<file path="src/rtl/adc_reset_sequencer_pkg.sv">
`default_nettype none
// +------------------------------------------------------------------+
// | adc_ctrl_pkg: sequencer state encoding, reset command, timing    |
// | defaults shared with the timing hub.            rev 1.0          |
// +------------------------------------------------------------------+
package adc_ctrl_pkg;

  typedef logic [2:0] seq_state_t;

  localparam seq_state_t ST_IDLE      = 3'd0;
  localparam seq_state_t ST_CS_SETUP  = 3'd1;
  localparam seq_state_t ST_SHIFT     = 3'd2;
  localparam seq_state_t ST_CS_HOLD   = 3'd3;
  localparam seq_state_t ST_SYNC_LOW  = 3'd4;
  localparam seq_state_t ST_POST_WAIT = 3'd5;
  localparam seq_state_t ST_DONE      = 3'd6;

  localparam logic [31:0] ADC_RESET_CMD = 32'h0000_0011;

  // Quiet time after reset spans eight timestamp periods of the hub.
  localparam int TS_TICKS       = 64;
  localparam int POST_TICKS_DEF = 8 * TS_TICKS;

  localparam int SCLK_HALF_DEF  = 4;
  localparam int CMD_BITS_DEF   = 16;
  localparam int CS_SETUP_DEF   = 2;
  localparam int CS_HOLD_DEF    = 2;
  localparam int SYNC_LOW_DEF   = 16;

  function automatic int imax(input int a, input int b);
    return (a > b) ? a : b;
  endfunction

  // Width of a down-counter that is loaded with max_val-1.
  function automatic int cnt_width(input int max_val);
    return (max_val <= 1) ? 1 : $clog2(max_val);
  endfunction

endpackage
`default_nettype wire

</file>
<file path="src/rtl/adc_reset_sequencer_if.sv">
`default_nettype none
// +------------------------------------------------------------------+
// | adc_reset_sequencer_if: request/status handshake and ADC pins.   |
// | rev 1.0                                                          |
// +------------------------------------------------------------------+
interface adc_reset_sequencer_if;
  logic       adc_sync_req;
  logic       busy;
  logic       done;
  logic       spi_cs_n;
  logic       spi_sclk;
  logic       spi_mosi;
  logic       adc_sync_n;
  logic [7:0] req_coalesced;

  modport master (
    output adc_sync_req,
    input  busy, done, spi_cs_n, spi_sclk, spi_mosi, adc_sync_n, req_coalesced
  );

  modport slave (
    input  adc_sync_req,
    output busy, done, spi_cs_n, spi_sclk, spi_mosi, adc_sync_n, req_coalesced
  );
endinterface
`default_nettype wire

</file>
<file path="src/rtl/adc_reset_sequencer_spi_cmd_shifter.sv">
`default_nettype none
// +------------------------------------------------------------------+
// | spi_cmd_shifter: CS-framed, CPHA=1 transmit of one command word. |
// | rev 1.0                                                          |
// +------------------------------------------------------------------+
module spi_cmd_shifter
  import adc_ctrl_pkg::*;
#(
  parameter int          SCLK_HALF      = SCLK_HALF_DEF,
  parameter int          CMD_BITS       = CMD_BITS_DEF,
  parameter logic [31:0] CMD_WORD       = ADC_RESET_CMD,
  parameter int          CS_SETUP_TICKS = CS_SETUP_DEF,
  parameter int          CS_HOLD_TICKS  = CS_HOLD_DEF
) (
  input  logic clk,
  input  logic rst,
  input  logic start,
  output logic setup_end,
  output logic shift_end,
  output logic done,
  output logic cs_n,
  output logic sclk,
  output logic mosi
);

  localparam int TW = cnt_width(imax(SCLK_HALF, imax(CS_SETUP_TICKS, CS_HOLD_TICKS)));
  localparam int BW = cnt_width(CMD_BITS);

  localparam logic [TW-1:0]       c_setup_load = TW'(CS_SETUP_TICKS - 1);
  localparam logic [TW-1:0]       c_half_load  = TW'(SCLK_HALF - 1);
  localparam logic [TW-1:0]       c_hold_load  = TW'(CS_HOLD_TICKS - 1);
  localparam logic [BW-1:0]       c_bit_load   = BW'(CMD_BITS - 1);
  localparam logic [CMD_BITS-1:0] c_cmd        = CMD_WORD[CMD_BITS-1:0];

  localparam logic [1:0] PH_IDLE  = 2'd0;
  localparam logic [1:0] PH_SETUP = 2'd1;
  localparam logic [1:0] PH_SHIFT = 2'd2;
  localparam logic [1:0] PH_HOLD  = 2'd3;

  logic [1:0]          r_phase;
  logic [TW-1:0]       r_tick;
  logic [BW-1:0]       r_bit;
  logic [CMD_BITS-1:0] r_shreg;
  logic                r_cs_n;
  logic                r_sclk;
  logic                r_mosi;
  logic                w_tick_zero;

  assign w_tick_zero = (r_tick == '0);

  always_ff @(posedge clk) begin
    if (rst) begin
      r_phase <= PH_IDLE;
      r_tick  <= '0;
      r_bit   <= '0;
      r_shreg <= '0;
      r_cs_n  <= 1'b1;
      r_sclk  <= 1'b0;
      r_mosi  <= 1'b0;
    end else begin
      case (r_phase)
        PH_IDLE: begin
          // MSB goes out with CS so it is stable through the setup time.
          if (start) begin
            r_phase <= PH_SETUP;
            r_tick  <= c_setup_load;
            r_bit   <= c_bit_load;
            r_shreg <= c_cmd << 1;
            r_cs_n  <= 1'b0;
            r_mosi  <= c_cmd[CMD_BITS-1];
          end
        end
        PH_SETUP: begin
          if (w_tick_zero) begin
            r_phase <= PH_SHIFT;
            r_sclk  <= 1'b1;
            r_tick  <= c_half_load;
          end else begin
            r_tick <= r_tick - 1'b1;
          end
        end
        PH_SHIFT: begin
          if (!w_tick_zero) begin
            r_tick <= r_tick - 1'b1;
          end else if (r_sclk) begin
            r_sclk <= 1'b0;
            r_tick <= c_half_load;
          end else if (r_bit == '0) begin
            r_phase <= PH_HOLD;
            r_mosi  <= 1'b0;
            r_tick  <= c_hold_load;
          end else begin
            // Next bit changes together with the rising edge.
            r_bit   <= r_bit - 1'b1;
            r_sclk  <= 1'b1;
            r_mosi  <= r_shreg[CMD_BITS-1];
            r_shreg <= r_shreg << 1;
            r_tick  <= c_half_load;
          end
        end
        PH_HOLD: begin
          if (w_tick_zero) begin
            r_phase <= PH_IDLE;
            r_cs_n  <= 1'b1;
          end else begin
            r_tick <= r_tick - 1'b1;
          end
        end
        default: r_phase <= PH_IDLE;
      endcase
    end
  end

  assign setup_end = (r_phase == PH_SETUP) && w_tick_zero;
  assign shift_end = (r_phase == PH_SHIFT) && w_tick_zero && !r_sclk && (r_bit == '0);
  assign done      = (r_phase == PH_HOLD) && w_tick_zero;
  assign cs_n      = r_cs_n;
  assign sclk      = r_sclk;
  assign mosi      = r_mosi;

endmodule
`default_nettype wire

</file>
<file path="src/rtl/adc_reset_sequencer.sv">
`default_nettype none
// +------------------------------------------------------------------+
// | adc_reset_sequencer: SPI reset command, optional SYNC pulse      |
// | (ADC_SYNC_PIN_EN), quiet time, done.             rev 1.0         |
// +------------------------------------------------------------------+
module adc_reset_sequencer
  import adc_ctrl_pkg::*;
#(
  parameter int          SCLK_HALF      = SCLK_HALF_DEF,
  parameter int          CMD_BITS       = CMD_BITS_DEF,
  parameter logic [31:0] CMD_WORD       = ADC_RESET_CMD,
  parameter int          CS_SETUP_TICKS = CS_SETUP_DEF,
  parameter int          CS_HOLD_TICKS  = CS_HOLD_DEF,
  parameter int          SYNC_LOW_TICKS = SYNC_LOW_DEF,
  parameter int          POST_TICKS     = POST_TICKS_DEF
) (
  input  logic                  clk_ctrl,
  input  logic                  rst_ctrl,
  adc_reset_sequencer_if.slave  bus
);

  localparam int CW = cnt_width(imax(SYNC_LOW_TICKS, POST_TICKS));

  localparam logic [CW-1:0] c_post_load = CW'(POST_TICKS - 1);
`ifdef ADC_SYNC_PIN_EN
  localparam logic [CW-1:0] c_sync_load  = CW'(SYNC_LOW_TICKS - 1);
  localparam seq_state_t    c_after_hold = ST_SYNC_LOW;
  localparam logic [CW-1:0] c_hold_load  = c_sync_load;
`else
  localparam seq_state_t    c_after_hold = ST_POST_WAIT;
  localparam logic [CW-1:0] c_hold_load  = c_post_load;
`endif

  seq_state_t r_state;
  seq_state_t w_next;
  logic [CW-1:0] r_wait;
  logic          r_pending;
  logic [7:0]    r_coalesced;
  logic          w_start;
  logic          w_req_busy;
  logic          w_wait_zero;
  logic          w_sh_setup_end;
  logic          w_sh_shift_end;
  logic          w_sh_done;
  logic          w_busy;
  logic          w_done;
  logic          w_sync_n;

  assign w_start = ((r_state == ST_IDLE) && (bus.adc_sync_req || r_pending)) ||
                   ((r_state == ST_DONE) && r_pending);
  assign w_req_busy  = bus.adc_sync_req && (r_state != ST_IDLE);
  assign w_wait_zero = (r_wait == '0);

  spi_cmd_shifter #(
    .SCLK_HALF      (SCLK_HALF),
    .CMD_BITS       (CMD_BITS),
    .CMD_WORD       (CMD_WORD),
    .CS_SETUP_TICKS (CS_SETUP_TICKS),
    .CS_HOLD_TICKS  (CS_HOLD_TICKS)
  ) u_shifter (
    .clk       (clk_ctrl),
    .rst       (rst_ctrl),
    .start     (w_start),
    .setup_end (w_sh_setup_end),
    .shift_end (w_sh_shift_end),
    .done      (w_sh_done),
    .cs_n      (bus.spi_cs_n),
    .sclk      (bus.spi_sclk),
    .mosi      (bus.spi_mosi)
  );

  always_ff @(posedge clk_ctrl) begin
    if (rst_ctrl) begin
      r_state <= ST_IDLE;
    end else begin
      r_state <= w_next;
    end
  end

  always_comb begin
    w_next = r_state;
    case (r_state)
      ST_IDLE:      if (w_start)        w_next = ST_CS_SETUP;
      ST_CS_SETUP:  if (w_sh_setup_end) w_next = ST_SHIFT;
      ST_SHIFT:     if (w_sh_shift_end) w_next = ST_CS_HOLD;
      ST_CS_HOLD:   if (w_sh_done)      w_next = c_after_hold;
      ST_SYNC_LOW:  if (w_wait_zero)    w_next = ST_POST_WAIT;
      ST_POST_WAIT: if (w_wait_zero)    w_next = ST_DONE;
      ST_DONE:      w_next = r_pending ? ST_CS_SETUP : ST_IDLE;
      default:      w_next = ST_IDLE;
    endcase
  end

  always_comb begin
    w_busy   = 1'b0;
    w_done   = 1'b0;
    w_sync_n = 1'b1;
    case (r_state)
      ST_IDLE: ;
      ST_DONE: w_done = 1'b1;
`ifdef ADC_SYNC_PIN_EN
      ST_SYNC_LOW: begin
        w_busy   = 1'b1;
        w_sync_n = 1'b0;
      end
`endif
      default: w_busy = 1'b1;
    endcase
  end

  // Shared down-counter for the SYNC low width and the post-reset quiet time.
  always_ff @(posedge clk_ctrl) begin
    if (rst_ctrl) begin
      r_wait <= '0;
    end else if ((r_state == ST_CS_HOLD) && w_sh_done) begin
      r_wait <= c_hold_load;
    end else if ((r_state == ST_SYNC_LOW) && w_wait_zero) begin
      r_wait <= c_post_load;
    end else if (((r_state == ST_SYNC_LOW) || (r_state == ST_POST_WAIT)) && !w_wait_zero) begin
      r_wait <= r_wait - 1'b1;
    end
  end

  always_ff @(posedge clk_ctrl) begin
    if (rst_ctrl) begin
      r_pending   <= 1'b0;
      r_coalesced <= 8'h00;
    end else if (w_req_busy) begin
      r_pending <= 1'b1;
      if (r_coalesced != 8'hFF) begin
        r_coalesced <= r_coalesced + 8'd1;
      end
    end else if (w_start) begin
      r_pending <= 1'b0;
    end
  end

  assign bus.busy          = w_busy;
  assign bus.done          = w_done;
  assign bus.adc_sync_n    = w_sync_n;
  assign bus.req_coalesced = r_coalesced;

endmodule
`default_nettype wire

</file>
<file path="src/flat_wrapper.sv">
// flat-port wrapper written by rule: the top's interface ports become plain ports
module adc_reset_sequencer_flat import adc_ctrl_pkg::*;
#(
  parameter int          SCLK_HALF      = SCLK_HALF_DEF,
  parameter int          CMD_BITS       = CMD_BITS_DEF,
  parameter logic [31:0] CMD_WORD       = ADC_RESET_CMD,
  parameter int          CS_SETUP_TICKS = CS_SETUP_DEF,
  parameter int          CS_HOLD_TICKS  = CS_HOLD_DEF,
  parameter int          SYNC_LOW_TICKS = SYNC_LOW_DEF,
  parameter int          POST_TICKS     = POST_TICKS_DEF
)
  (clk_ctrl, rst_ctrl, bus_adc_sync_req, bus_busy, bus_done, bus_spi_cs_n, bus_spi_sclk, bus_spi_mosi, bus_adc_sync_n, bus_req_coalesced);
  adc_reset_sequencer_if bus_i ();
  input  logic clk_ctrl;
  input  logic rst_ctrl;
  input wire logic [$bits(bus_i.adc_sync_req)-1:0] bus_adc_sync_req;
  output wire logic [$bits(bus_i.busy)-1:0] bus_busy;
  output wire logic [$bits(bus_i.done)-1:0] bus_done;
  output wire logic [$bits(bus_i.spi_cs_n)-1:0] bus_spi_cs_n;
  output wire logic [$bits(bus_i.spi_sclk)-1:0] bus_spi_sclk;
  output wire logic [$bits(bus_i.spi_mosi)-1:0] bus_spi_mosi;
  output wire logic [$bits(bus_i.adc_sync_n)-1:0] bus_adc_sync_n;
  output wire logic [$bits(bus_i.req_coalesced)-1:0] bus_req_coalesced;
  assign bus_i.adc_sync_req = bus_adc_sync_req;
  assign bus_busy = bus_i.busy;
  assign bus_done = bus_i.done;
  assign bus_spi_cs_n = bus_i.spi_cs_n;
  assign bus_spi_sclk = bus_i.spi_sclk;
  assign bus_spi_mosi = bus_i.spi_mosi;
  assign bus_adc_sync_n = bus_i.adc_sync_n;
  assign bus_req_coalesced = bus_i.req_coalesced;
  adc_reset_sequencer #(.SCLK_HALF(SCLK_HALF), .CMD_BITS(CMD_BITS), .CMD_WORD(CMD_WORD), .CS_SETUP_TICKS(CS_SETUP_TICKS), .CS_HOLD_TICKS(CS_HOLD_TICKS), .SYNC_LOW_TICKS(SYNC_LOW_TICKS), .POST_TICKS(POST_TICKS)) u_core (.clk_ctrl(clk_ctrl), .rst_ctrl(rst_ctrl), .bus(bus_i));
endmodule
</file>
<file path="config.mk">
export PLATFORM = sky130hd
export DESIGN_NAME = adc_reset_sequencer_flat
export DESIGN_NICKNAME = d
export VERILOG_FILES = /design/src/rtl/adc_reset_sequencer_pkg.sv /design/src/rtl/adc_reset_sequencer_if.sv /design/src/rtl/adc_reset_sequencer_spi_cmd_shifter.sv /design/src/rtl/adc_reset_sequencer.sv /design/src/flat_wrapper.sv
export SDC_FILE = /design/constraint.sdc
export NUM_CORES = 1
export LEC_CHECK = 0
export BUFFER_PORTS_ARGS = -buffer_cell sky130_fd_sc_hd__buf_4
export CAP_MARGIN = 20
export CORE_ASPECT_RATIO = 1.1
export CORE_MARGIN = 2
export CORE_UTILIZATION = 50
export CTS_BUF_LIST = sky130_fd_sc_hd__clkbuf_4
export CTS_CLUSTER_DIAMETER = 60
export DETAILED_ROUTE_END_ITERATION = 12
export PLACE_DENSITY = 0.68
export SLEW_MARGIN = 20
export SYNTH_ARGS = -nofsm -noshare
export SYNTH_HDL_FRONTEND = slang
export SYNTH_HIERARCHICAL = 1
export SYNTH_SLANG_ARGS = --single-unit
</file>
<file path="constraint.sdc">
create_clock -name clk_ctrl -period 2.5 [get_ports clk_ctrl]
set_input_delay 0 -clock clk_ctrl [delete_from_list [all_inputs] [get_ports clk_ctrl]]
set_output_delay 0 -clock clk_ctrl [all_outputs]
set_load 0.02 [all_outputs]
</file>
==> results by group <==
Synthesis
  – Sequential element share of the synthesized area: a little under two fifths
  – Ys async rst share: 0%
  – Post-Syn Instances: 279
  – Synthesized Nets: about 290
  – Netlist cell types: slightly above 60
  – Count of flip-flops with a built-in enable after synthesis: 0
  – Dominant synthesized flop cell: dfxtp_1
  – Syn_area_per_cell: just under 9 um^2
  – Yosys top cell area share: roughly two fifths
  – Post-Synthesis Cell Area: roughly 2500 um^2
  – Synth area leader: dfxtp_1
  – Yosys reg bits: 47
  – Ranking of synthesized cells by area: dfxtp_1, a22oi_1, ha_1
  – Synth warnings: 6

Detailed routing
  – Post-route DRC violation count: 0
  – Drt total wl: ~4.6 mm
  – Initial DRC Count: 149
  – TritonRoute pass-1 iters: 4
  – Antenna viol nets, final: 0
  – Via count: just under 2,000
  – Ratio of routed vias to standard cells: 5.73
  – Wire length per cell: 13.2 um

CTS
  – CTS buffer count: 5
  – Clock slew seen by the registers of the worst setup and hold paths: roughly 0.15 ns
  – Skew-Pair Late Insertion Delay: 0.36 ns
  – Post-CTS Setup Bufs: 0
  – Buffer levels on the longest clock path: 2
  – Number of sinks driven by the clock tree: 47
  – Depth of the CTS H-tree: 2
  – Cell at the root of the clock tree: clkbuf_4
  – CTS tree: built

Finish
  – Most frequent cells in the layout: dfxtp_1, nor2_1, a21oi_1, buf_4
  – Number of diodes: 0
  – # nets final: ~300
  – Fraction of final layout cells with drive strength greater than 1: approximately 15%
  – Leading cell type in the layout, fill and taps excluded: dfxtp_1
  – Post-synthesis to final-layout area growth: 8.49%

Floorplanning
  – Core region area: approximately 4700 um^2
  – Horiz. Die Dim: ~71 um
  – Initial cell density of the core: a little over half
  – Total die area: 5500 um^2
  – Count of standard-cell rows: 26
  – Vertical die dimension: 77.6 um
  – Number of I/O pins: 17

Worst setup path
  – Crit path max-delay family: compound AO/OA/AOI/OAI gates
  – Reg2Reg Capture Point: u_core/u_shifter/r_phase[0]
  – Critical path launch point type: flop
  – Worst setup path end: u_core/u_shifter/r_phase[0]
  – Critical path, cell by cell: or2_2, or2_2, a21oi_1, nand2b_1, a21boi_0, a21oi_1, a311oi_1
  – Startpoint of the most critical register-to-register path: u_core/r_state[1]
  – Critical path depth: 7
  – Library cell contributing the largest single delay on the critical path: a21boi_0
  – Largest stage delay, worst path: between 0.4 and 0.5 ns
  – Reg-to-reg setup timing slack: between 0.2 and 0.25 ns
  – Worst-path fanout max: 7
  – Beginning of the critical path: u_core/r_state[1]
  – Worst setup path category: reg2reg
  – Worst Path Arrival: about 2.6 ns
  – Required time of the critical path: approximately 2.8 ns
  – CP endpoint kind: flop
  – CP Buf/Inv Count: 0
  – Cell depth of the worst flop-to-flop path: 7

STA
  – Worst hold slack: roughly 0.082 ns
  – Ratio of final minimum period to clock period: approximately 90%
  – Tightest Pin Transition: ~0.53 ns
  – Worst slew margin relative to its limit: 64.6%
  – Max Transition Viols Final: 0
  – Setup repair after global routing missed its margin: no
  – Maximum clock rate: between 400 and 500 MHz
  – Worst Clk Skew: between 0.009 and 0.01 ns
  – Number of endpoints with negative hold slack in the final report: 0
  – Final critical delay including setup and external delays: 2.28 ns
  – Sum Neg Setup Slack: 0 ns
  – Worst Setup Slack, final: about 0.22 ns
  – Endpoints failing setup: 0

Global route
  – Number of antenna violations at the first check in global routing: 0
  – Vias in the first global route: approximately 1,800
  – Largest net degree at the start of global routing: 50
  – GR Overflow Total: 0
  – First-pass GRT wire length: roughly 8 mm
  – Overall Global Routing Usage: 17.5%

Place
  – Input/output buffers: 15
  – Post-DP HPWL: 3.01 mm
  – Worst setup slack after placement: 0.310 ns
  – Global placer's final weighted congestion: just under 0.8

Worst hold path
  – Startpoint of the tightest hold check path: rst_ctrl
  – Type of the worst min-delay path: in2reg

Power
  – Max rail drop VDD: approximately 320 uV
  – Leakage: about 1.0 nW
  – Post-route total power: around 2.5 mW
  – Cell area power density: approximately 950 nW/um^2

Flow run
  – Max-cap violation count: 0

Status
  – Result of the run: complete, no violations
[synth_stat cells, types with 2 or more instances]
cell / count
nand2b_1: 4
inv_1: 15
a21oi_2: 2
a21oi_1: 21
nand2_1: 15
a22oi_1: 15
o21a_1: 2
a221oi_2: 2
buf_2: 2
dfxtp_1: 47
a211oi_1: 2
o211ai_1: 2
buf_6: 4
a21o_1: 3
or3_1: 10
or4_1: 2
o21ai_0: 11
o31ai_1: 4
a31oi_1: 4
ha_1: 9
nor2b_1: 6
nand4_1: 2
clkbuf_1: 5
o21bai_1: 2
o21ai_1: 2
xor2_1: 2
xnor2_1: 3
buf_4: 2
nor2_1: 25
or2_2: 3
nor3_1: 10
nand3_1: 7
and2_1: 4
a211o_1: 2
and3_1: 2
[worst min-delay path by stage]
stage,depth (start not counted),slack (ns),endpoint
global placement,3,0.34,u_core/r_pending
global route,2,0.1,u_core/u_shifter/r_shreg[15]
finish,2,0.08,u_core/u_shifter/r_shreg[15]
CTS,2,0.08,u_core/bus.req_coalesced[4]
detailed placement,3,0.34,u_core/r_pending
floorplan,2,0.20,u_core/r_pending
[stage by stage]
step	util, %	std cells	cell area (um^2)
after floorplan	-	279	2460
after global placement	54.5	337	2550
after detailed placement	54.5	337	2550
after CTS	57.0	346	2670
after global routing	57.0	346	2670
final	57.0	346	2670
[flip-flops by register name, indices dropped and copies added (netlist names), 2 cells and up]
| name | cells |
|---|---|
| u_core/bus.req_coalesced | 8 |
| u_core/r_state | 3 |
| u_core/r_wait | 9 |
| u_core/u_shifter/r_bit | 4 |
| u_core/u_shifter/r_phase | 2 |
| u_core/u_shifter/r_shreg | 15 |
| u_core/u_shifter/r_tick | 2 |
[logic make-up after synthesis]
logic type	share of synthesized area, %
muxes	1.47
other	0.152
DFF	38.2
buffers and inverters	6.66
xor gates and xnor gates	1.78
AOI/OAI and AO/OA	24.3
and+or+nand+nor	22.9
adders and majority gates	4.58
[metal layers]
layer	track usage [%]	share of wire (%)	wire length, um
met1	22.9	49	2220
met2	28.8	47	2140
met3	3.51	2.9	134
met4	5.66	1.3	60
met5	0	0	0
[what timing repair did]
action                    in CTS  in global routing
hold endpoints to repair       1                  0
gates resized for setup        0                  0
hold buffers                   1                  0
[report_power, final]
| part | total, mW | internal (mW) | switching, mW |
|---|---|---|---|
| registers | 0.956 | 0.855 | 0.101 |
| clock network | 0.585 | 0.318 | 0.267 |
| logic | 0.984 | 0.406 | 0.578 |
[area by class of cell]
cell class                 instances  area, um^2
clock buffer                       5        37.5
clock inverter                     3        71.3
fill                             431        2010
inverter                          15        56.3
multi-input combinational        202        1360
sequential                        47         941
tap                               56        70.1
timing repair buffer              18         138
[worst register-to-register path, stage by stage, from the launching register on]
cell and delay (ns):
dfxtp_1 0.34, or2_2 0.30, or2_2 0.27, a21oi_1 0.17
nand2b_1 0.30, a21boi_0 0.44, a21oi_1 0.13, a311oi_1 0.25
Power figures use the tool's default switching activity.
